<file path="config.mk">
export PLATFORM = sky130hd
export DESIGN_NAME = note_player_flat
export DESIGN_NICKNAME = d
export VERILOG_FILES = /design/src/rtl/music_pkg.sv /design/src/rtl/note_player_if.sv /design/src/rtl/frequency_rom.sv /design/src/rtl/note_player.sv /design/src/flat_wrapper.sv
export SDC_FILE = /design/constraint.sdc
export NUM_CORES = 1
export LEC_CHECK = 0
export ABC_AREA = 1
export ABC_CLOCK_PERIOD_IN_PS = 6000
export CAP_MARGIN = 10
export CORE_UTILIZATION = 64
export CTS_BUF_LIST = sky130_fd_sc_hd__clkbuf_2 sky130_fd_sc_hd__clkbuf_4 sky130_fd_sc_hd__clkbuf_8
export CTS_CLUSTER_DIAMETER = 50
export DETAILED_ROUTE_END_ITERATION = 16
export PLACE_DENSITY = 0.84
export SKIP_LAST_GASP = 1
export SYNTH_ARGS = -nofsm -noshare
export SYNTH_HDL_FRONTEND = slang
export SYNTH_SLANG_ARGS = --single-unit
</file>
<file path="constraint.sdc">
create_clock -name clk -period 6 [get_ports clk]
set_clock_uncertainty 0.05 [all_clocks]
set_input_delay 0.6 -clock clk [delete_from_list [all_inputs] [get_ports clk]]
set_output_delay 0.6 -clock clk [all_outputs]
set_load 0.01 [all_outputs]
</file>
<file path="src/rtl/music_pkg.sv">
// Shared note-player definitions: widths, rest code, FSM encoding and the
// phase-increment table used by the frequency ROM.
package music_pkg;

    localparam int unsigned NOTE_WIDTH = 6;
    localparam int unsigned DUR_WIDTH  = 6;
    localparam int unsigned STEP_WIDTH = 20;

    localparam logic [NOTE_WIDTH-1:0] NOTE_REST = NOTE_WIDTH'(0);

    typedef enum logic [1:0] {
        IDLE    = 2'b00,
        LOOKUP  = 2'b01,
        PLAYING = 2'b10,
        DONE    = 2'b11
    } state_e;

    // Equal-tempered phase increment: one base octave of 12 semitones,
    // doubled per octave above it. Note 1 is the lowest pitch; 0 is the rest.
    function automatic logic [STEP_WIDTH-1:0] note_step(input logic [NOTE_WIDTH-1:0] n);
        logic [STEP_WIDTH-1:0] base;
        int unsigned           idx;
        int unsigned           oct;
        if (n == NOTE_REST) begin
            return '0;
        end
        idx = (32'(n) - 32'd1) % 32'd12;
        oct = (32'(n) - 32'd1) / 32'd12;
        case (idx)
            32'd0:   base = STEP_WIDTH'(1770);
            32'd1:   base = STEP_WIDTH'(1875);
            32'd2:   base = STEP_WIDTH'(1986);
            32'd3:   base = STEP_WIDTH'(2104);
            32'd4:   base = STEP_WIDTH'(2229);
            32'd5:   base = STEP_WIDTH'(2362);
            32'd6:   base = STEP_WIDTH'(2502);
            32'd7:   base = STEP_WIDTH'(2651);
            32'd8:   base = STEP_WIDTH'(2808);
            32'd9:   base = STEP_WIDTH'(2975);
            32'd10:  base = STEP_WIDTH'(3152);
            default: base = STEP_WIDTH'(3340);
        endcase
        return base << oct;
    endfunction

endpackage

</file>
<file path="src/rtl/note_player_if.sv">
// Note stream in from the song reader, phase increment out to the sample generator.
interface note_player_if;
    import music_pkg::*;

    logic                  play;
    logic                  new_note;
    logic [NOTE_WIDTH-1:0] note;
    logic [DUR_WIDTH-1:0]  duration;
    logic                  beat;
    logic [STEP_WIDTH-1:0] step_size;
    logic                  note_active;
    logic                  note_done;

    modport master (
        output play, new_note, note, duration, beat,
        input  step_size, note_active, note_done
    );

    modport slave (
        input  play, new_note, note, duration, beat,
        output step_size, note_active, note_done
    );

endinterface

</file>
<file path="src/rtl/frequency_rom.sv">
// Note code to phase increment lookup with a registered output (1-cycle latency).
module frequency_rom
    import music_pkg::*;
(
    input  logic                  clk,
    input  logic                  reset,
    input  logic [NOTE_WIDTH-1:0] addr,
    output logic [STEP_WIDTH-1:0] data
);

    logic [STEP_WIDTH-1:0] data_q;

    // Registered table read.
    always_ff @(posedge clk or negedge reset) begin
        if (!reset) begin
            data_q <= '0;
        end else begin
            data_q <= note_step(addr);
        end
    end

    assign data = data_q;

endmodule

</file>
<file path="src/rtl/note_player.sv">
// Note player: latches a note, looks up its phase increment, holds it for
// `duration` beats and pulses note_done at the end.
// Optional: NOTE_PLAYER_ARTICULATION_EN silences the final beat of notes
// lasting two or more beats, leaving a gap between repeated notes.
module note_player
    import music_pkg::*;
(
    input  logic          clk,
    input  logic          reset,
    note_player_if.slave  bus
);

    state_e                state_q, state_d;
    logic [NOTE_WIDTH-1:0] note_q, note_d;
    logic [DUR_WIDTH-1:0]  dur_q, dur_d;
    logic [DUR_WIDTH-1:0]  cnt_q, cnt_d;
    logic [STEP_WIDTH-1:0] step_reg_q, step_reg_d;
    logic [STEP_WIDTH-1:0] step_size_q, step_size_d;
    logic                  note_active_q, note_active_d;
    logic                  note_done_q, note_done_d;
    logic [STEP_WIDTH-1:0] rom_data;
    logic                  sound_c;

    // ROM is addressed with the note being captured so its data is ready in LOOKUP.
    frequency_rom u_rom (
        .clk   (clk),
        .reset (reset),
        .addr  (note_d),
        .data  (rom_data)
    );

    // Next-state, counter and registered-output logic; new_note outranks beat.
    always_comb begin
        state_d    = state_q;
        note_d     = note_q;
        dur_d      = dur_q;
        cnt_d      = cnt_q;
        step_reg_d = step_reg_q;

        case (state_q)
            IDLE: begin
                if (bus.new_note) begin
                    note_d  = bus.note;
                    dur_d   = bus.duration;
                    state_d = LOOKUP;
                end
            end
            LOOKUP: begin
                if (bus.new_note) begin
                    note_d  = bus.note;
                    dur_d   = bus.duration;
                    state_d = LOOKUP;
                end else begin
                    cnt_d      = dur_q;
                    step_reg_d = (note_q == NOTE_REST) ? '0 : rom_data;
                    state_d    = (dur_q == DUR_WIDTH'(0)) ? DONE : PLAYING;
                end
            end
            PLAYING: begin
                if (bus.new_note) begin
                    note_d  = bus.note;
                    dur_d   = bus.duration;
                    state_d = LOOKUP;
                end else if (bus.play && bus.beat) begin
                    if (cnt_q == DUR_WIDTH'(1)) begin
                        state_d = DONE;
                    end else begin
                        cnt_d = cnt_q - DUR_WIDTH'(1);
                    end
                end
            end
            DONE: begin
                if (bus.new_note) begin
                    note_d  = bus.note;
                    dur_d   = bus.duration;
                    state_d = LOOKUP;
                end else begin
                    state_d = IDLE;
                end
            end
            default: state_d = IDLE;
        endcase

        sound_c = (state_d == PLAYING) && bus.play;
`ifdef NOTE_PLAYER_ARTICULATION_EN
        if ((cnt_d == DUR_WIDTH'(1)) && (dur_d >= DUR_WIDTH'(2))) begin
            sound_c = 1'b0;
        end
`endif
        step_size_d   = sound_c ? step_reg_d : '0;
        note_active_d = sound_c && (note_d != NOTE_REST);
        note_done_d   = (state_d == DONE);
    end

    // State and output registers.
    always_ff @(posedge clk or negedge reset) begin
        if (!reset) begin
            state_q       <= IDLE;
            note_q        <= '0;
            dur_q         <= '0;
            cnt_q         <= '0;
            step_reg_q    <= '0;
            step_size_q   <= '0;
            note_active_q <= 1'b0;
            note_done_q   <= 1'b0;
        end else begin
            state_q       <= state_d;
            note_q        <= note_d;
            dur_q         <= dur_d;
            cnt_q         <= cnt_d;
            step_reg_q    <= step_reg_d;
            step_size_q   <= step_size_d;
            note_active_q <= note_active_d;
            note_done_q   <= note_done_d;
        end
    end

    assign bus.step_size   = step_size_q;
    assign bus.note_active = note_active_q;
    assign bus.note_done   = note_done_q;

endmodule

</file>
<file path="src/flat_wrapper.sv">
// flat-port wrapper written by rule: the top's interface ports become plain ports
module note_player_flat import music_pkg::*;
  (clk, reset, bus_play, bus_new_note, bus_note, bus_duration, bus_beat, bus_step_size, bus_note_active, bus_note_done);
  note_player_if bus_i ();
  input  logic clk;
  input  logic reset;
  input wire logic [$bits(bus_i.play)-1:0] bus_play;
  input wire logic [$bits(bus_i.new_note)-1:0] bus_new_note;
  input wire logic [$bits(bus_i.note)-1:0] bus_note;
  input wire logic [$bits(bus_i.duration)-1:0] bus_duration;
  input wire logic [$bits(bus_i.beat)-1:0] bus_beat;
  output wire logic [$bits(bus_i.step_size)-1:0] bus_step_size;
  output wire logic [$bits(bus_i.note_active)-1:0] bus_note_active;
  output wire logic [$bits(bus_i.note_done)-1:0] bus_note_done;
  assign bus_i.play = bus_play;
  assign bus_i.new_note = bus_new_note;
  assign bus_i.note = bus_note;
  assign bus_i.duration = bus_duration;
  assign bus_i.beat = bus_beat;
  assign bus_step_size = bus_i.step_size;
  assign bus_note_active = bus_i.note_active;
  assign bus_note_done = bus_i.note_done;
  note_player u_core (.clk(clk), .reset(reset), .bus(bus_i));
endmodule
</file>
==> summary by stage <==
Die
The total number of placement rows is 29. The die boundary height is roughly 83 um. For this configuration, the core starts out at a cell density of 66.1%.

39 I/O pins were placed. The die outline area is between 6000 and 7000 sq um. The die is 83.0 um wide. The placeable core area is 6350 sq um.

Yosys
The synthesized design contains 82 register bits. Among all flip-flop cells after synthesis, the most frequent one is sky130_fd_sc_hd__dfrtp_1. The synthesized design contains 0 enable-type register cells. Yosys attributes the largest share of cell area to sky130_fd_sc_hd__dfrtp_1 (49%), sky130_fd_sc_hd__nand2_1 (11%), sky130_fd_sc_hd__nand3_1 (9.3%). The share of flip-flops with an asynchronous set or reset is 100%.

The area fraction of the dominant cell type after synthesis is around half. The post-synthesis instance total is 510. Of the synthesized area, sequential elements account for 48.9%. The count of warnings emitted by yosys is 0. The synthesized netlist contains 36 unique library cells. Averaged over all synthesized cells, the footprint is between 8 and 9 sq um.

The post-synthesis instance area is around 4200 sq um. Summed over all instances, the cell type with the most area after synthesis is sky130_fd_sc_hd__dfrtp_1.

Timing
The worst pin sits at a relative slew slack of 33.6%. Setup repair after global routing left no endpoint under its margin. The minimum period implied by the final worst setup slack is 4.16 ns. Static timing analysis puts the maximum clock frequency at 240 MHz. The final hold slack is roughly 0.37 ns. The post-route fraction of the period consumed by the critical path is 69.4%.

The final setup violation count is 0. The number of hold violations in the final report came to 0. At the pin with the least slew margin, the transition time is 0.995 ns. The final sum of negative setup slack is 0 ns. The max-slew violation count is 0.

Drt
The detail route stage leaves a number of antenna-violating nets equal to 0. The number of iterations in the first detailed-routing pass is 5. After detailed routing, the number of vias per cell comes to 5.72. For this run, design rule violations remaining after detail routing come to 0. The routed layout has 3592 vias.

The detailed router finished its first iteration with 262 violations. Summed over all layers, the routed wires come to 9440 um. In the final routed layout, each cell accounts on average for 15.0 um.

Worst hold path
The worst min-delay path class is in -> async.

Clock tree
The maximum buffer depth of the clock tree is 2. Post-CTS timing repair inserted 0 buffers for setup. The post-cts repair resize count is 0. The H-tree depth reported by CTS is 3. The later pin in the worst-skew pair is clocked with a latency of 0.35 ns.

TritonCTS built the clock tree. Clock tree synthesis selected as its root buffer the cell sky130_fd_sc_hd__clkbuf_8. The clock sink count is 82. For this design, the CTS-stage hold fixing added 0 buffers.

The TritonCTS buffer count is 9. The clock transition at the registers of the reported paths is 0.09 ns.

Critical path
The count of buffer and inverter cells on the critical path is 2. Walking the worst path, the cells encountered are clkdlybuf4s50_1, inv_2, nand2_1, nand2_2, ha_1, nand3_1, nor2_1, nand2_1, nand2_2, nand2_1, nand2_4, nand3_2, nand3_2, nand2_4, nand2_4, nand2_4, nand2_2, nand2_2, o21ai_2, nand3_1, nand3_1, nand3b_1, nand2_1. The delay of the slowest critical-path stage is a little under 1 ns.

The largest delay contributor family on the critical path is simple AND/OR/NAND/NOR gates. The worst setup path is captured at a flop. Along the worst path, the maximum fanout reaches 25. At the worst endpoint, the required time is 6.19 ns.

The arrival time of data at the critical path endpoint is 4.36 ns. The largest individual stage delay along the critical path comes from the cell sky130_fd_sc_hd__clkdlybuf4s50_1. The worst setup path is of the in -> reg kind. STA classifies the critical path startpoint as an input pin.

Final layout
The area added between synthesis and finish is 15.2%. 0 antenna diodes ended up in the layout. The net total in the final layout is roughly 580. In the final layout, the share of cells above drive strength 1 is between 10% and 20%.

Placed design
The final weighted congestion in routability-driven placement is 0.894. The wire-length estimate of the detail-placed layout is 6720 um. During placement, the flow inserted port buffers numbering 38.

Power and ir drop
The power per cell area is 393 nW/um^2. The total power is 0.00190 W. The internal portion of the total power is ~0.0012 W. The clock network accounts for approximately a quarter of the total power. The switching part of the total is 38.5%. The switching power summed over all nets is 0.000732 W. The leakage power is 2.50 nW. Combinational cells account for 35.8% of the total power.

The part of the power in registers is roughly two fifths. The worst-case IR drop observed on VDD is around 280 uV.

GRT
For this run, the total global-route usage over all layers was measured as 29.3%. The maximum number of pins on one net before global-route repair is 83. The number of global-route vias before repair is 3412. The number of antenna violations at the first check in global routing was 0. The total congestion overflow is 0. The wire length of the first global-routing pass is 16100 um.

Status
The run finished with clean final reports.

Job
Across the run, the number of max-cap violations was 0.
-- per-layer routing --
layer  wire (um)  up-vias  track usage (%)  part of all wire [%]
met4         153        0             9.72                   1.6
met3         547       17             5.37                   5.8
met2        4440      147             46.9                    47
li1            -     1734                -                     -
met5           0        -                0                     0
met1        4300     1694             40.5                    46
-- power groups by stage --
stage | sequential [W] | combinational (W) | clock [W]
floorplan | 0.000761 | 0.000485 | 0
global placement | 0.000763 | 0.000638 | 0
detailed placement | 0.000770 | 0.000665 | 0
CTS | 0.000759 | 0.000672 | 0.000463
global route | 0.000776 | 0.000768 | 0.000485
finish | 0.000760 | 0.000681 | 0.000460
-- synth_stat cells (2+ instances only) --
master	number
sky130_fd_sc_hd__nand3_2	4
sky130_fd_sc_hd__dfrtp_1	82
sky130_fd_sc_hd__nand2_4	7
sky130_fd_sc_hd__nand3b_1	4
sky130_fd_sc_hd__ha_1	12
sky130_fd_sc_hd__o21ai_2	5
sky130_fd_sc_hd__nand3_1	78
sky130_fd_sc_hd__nor2_2	3
sky130_fd_sc_hd__o21ai_1	2
sky130_fd_sc_hd__inv_2	4
sky130_fd_sc_hd__inv_1	46
sky130_fd_sc_hd__nand2_1	128
sky130_fd_sc_hd__o21ai_0	20
sky130_fd_sc_hd__nor2_1	32
sky130_fd_sc_hd__a21oi_1	30
sky130_fd_sc_hd__nand4_1	6
sky130_fd_sc_hd__nand2_2	13
sky130_fd_sc_hd__buf_6	2
sky130_fd_sc_hd__a31oi_1	2
sky130_fd_sc_hd__buf_2	3
sky130_fd_sc_hd__nor4_1	3
sky130_fd_sc_hd__clkbuf_1	10
-- state kept, by name (all words and copies together), names as in the netlist --
| signal | cells |
|---|---|
| u_core.state_q | 2 |
| u_core.bus.note_active | 1 |
| u_core.bus.note_done | 1 |
| u_core.bus.step_size | 20 |
| u_core.step_reg_q | 20 |
| u_core.u_rom.data | 20 |
| u_core.note_q | 6 |
| u_core.cnt_q | 6 |
| u_core.dur_q | 6 |
-- final cells by class --
class	count	area, sq um
Fill cell	431	1510
Inverter	50	188
Sequential cell	82	2050
Clock buffer	9	124
Timing Repair Buffer	39	385
Multi-Input combinational cell	364	1880
Clock inverter	7	109
Tap cell	77	96.3
-- path summary, 6_finish.rpt --
check | startpoint | slack [ns] | endpoint | cells after the start
worst max-delay path | bus_new_note | 1.84 | u_core.u_rom.data[11] | 23
worst min-delay path | reset | 0.37 | u_core.cnt_q[1] | 1
worst max register to register | u_core.note_q[0] | 2.95 | u_core.u_rom.data[11] | 21
worst min register to register | u_core.step_reg_q[15] | 0.43 | u_core.step_reg_q[15] | 2
max in group asynchronous | reset | 4.90 | u_core.bus.step_size[16] | 1
min in group clk | u_core.step_reg_q[15] | 0.43 | u_core.step_reg_q[15] | 2
-- stage by stage --
step	std cells	instance area [sq um]	worst slack [ns]	util (%)
floorplan	512	4200	3.15	-
global placement	612	4600	1.66	72.5
detailed placement	612	4600	1.52	72.5
CTS	628	4840	1.88	76.2
global route	628	4840	1.47	76.2
finish	628	4840	1.84	76.2
-- layout by cell type, fill, tap and decap left out, types with 2 or more instances in the layout --
master / synthesis / final
sky130_fd_sc_hd__o21ai_2: 5 / 5
sky130_fd_sc_hd__nor2_1: 32 / 32
sky130_fd_sc_hd__a21oi_1: 30 / 30
sky130_fd_sc_hd__clkdlybuf4s50_1: 0 / 37
sky130_fd_sc_hd__clkinv_4: 0 / 2
sky130_fd_sc_hd__nand3_1: 78 / 78
sky130_fd_sc_hd__buf_4: 0 / 2
sky130_fd_sc_hd__inv_8: 0 / 2
sky130_fd_sc_hd__inv_2: 4 / 4
sky130_fd_sc_hd__ha_1: 12 / 12
sky130_fd_sc_hd__clkbuf_8: 0 / 9
sky130_fd_sc_hd__a31oi_1: 2 / 2
sky130_fd_sc_hd__nor2_2: 3 / 3
sky130_fd_sc_hd__nand2_2: 13 / 13
sky130_fd_sc_hd__bufinv_16: 0 / 2
sky130_fd_sc_hd__nor4_1: 3 / 3
sky130_fd_sc_hd__inv_1: 46 / 46
sky130_fd_sc_hd__o21ai_0: 20 / 20
sky130_fd_sc_hd__o21ai_1: 2 / 2
sky130_fd_sc_hd__nand3b_1: 4 / 4
sky130_fd_sc_hd__nand2_4: 7 / 7
sky130_fd_sc_hd__conb_1: 1 / 3
sky130_fd_sc_hd__nand3_2: 4 / 4
sky130_fd_sc_hd__dfrtp_1: 82 / 82
sky130_fd_sc_hd__nand2_1: 128 / 128
sky130_fd_sc_hd__nand4_1: 6 / 6
-- kinds of logic after synthesis --
group | Yosys count | synth area share [%]
DFF | 82 | 48.9
xor gates and xnor gates | 1 | 0.209
AOI/OAI and AO/OA | 67 | 9.06
adders and majority gates | 12 | 3.58
other | 1 | 0.0894
buffers and inverters | 66 | 6.44
and+or+nand+nor | 281 | 31.7
-- worst register-to-register path, delay by kind of cell, from the launching register on --
| family | cells | cell delay [ns] |
|---|---|---|
| buffers and inverters | 1 | 0.07 |
| adders and majority gates | 1 | 0.28 |
| AOI/OAI and AO/OA | 1 | 0.07 |
| and+or+nand+nor | 18 | 2.13 |
| DFF | 1 | 0.36 |
(Power assumes the default switching activity.)
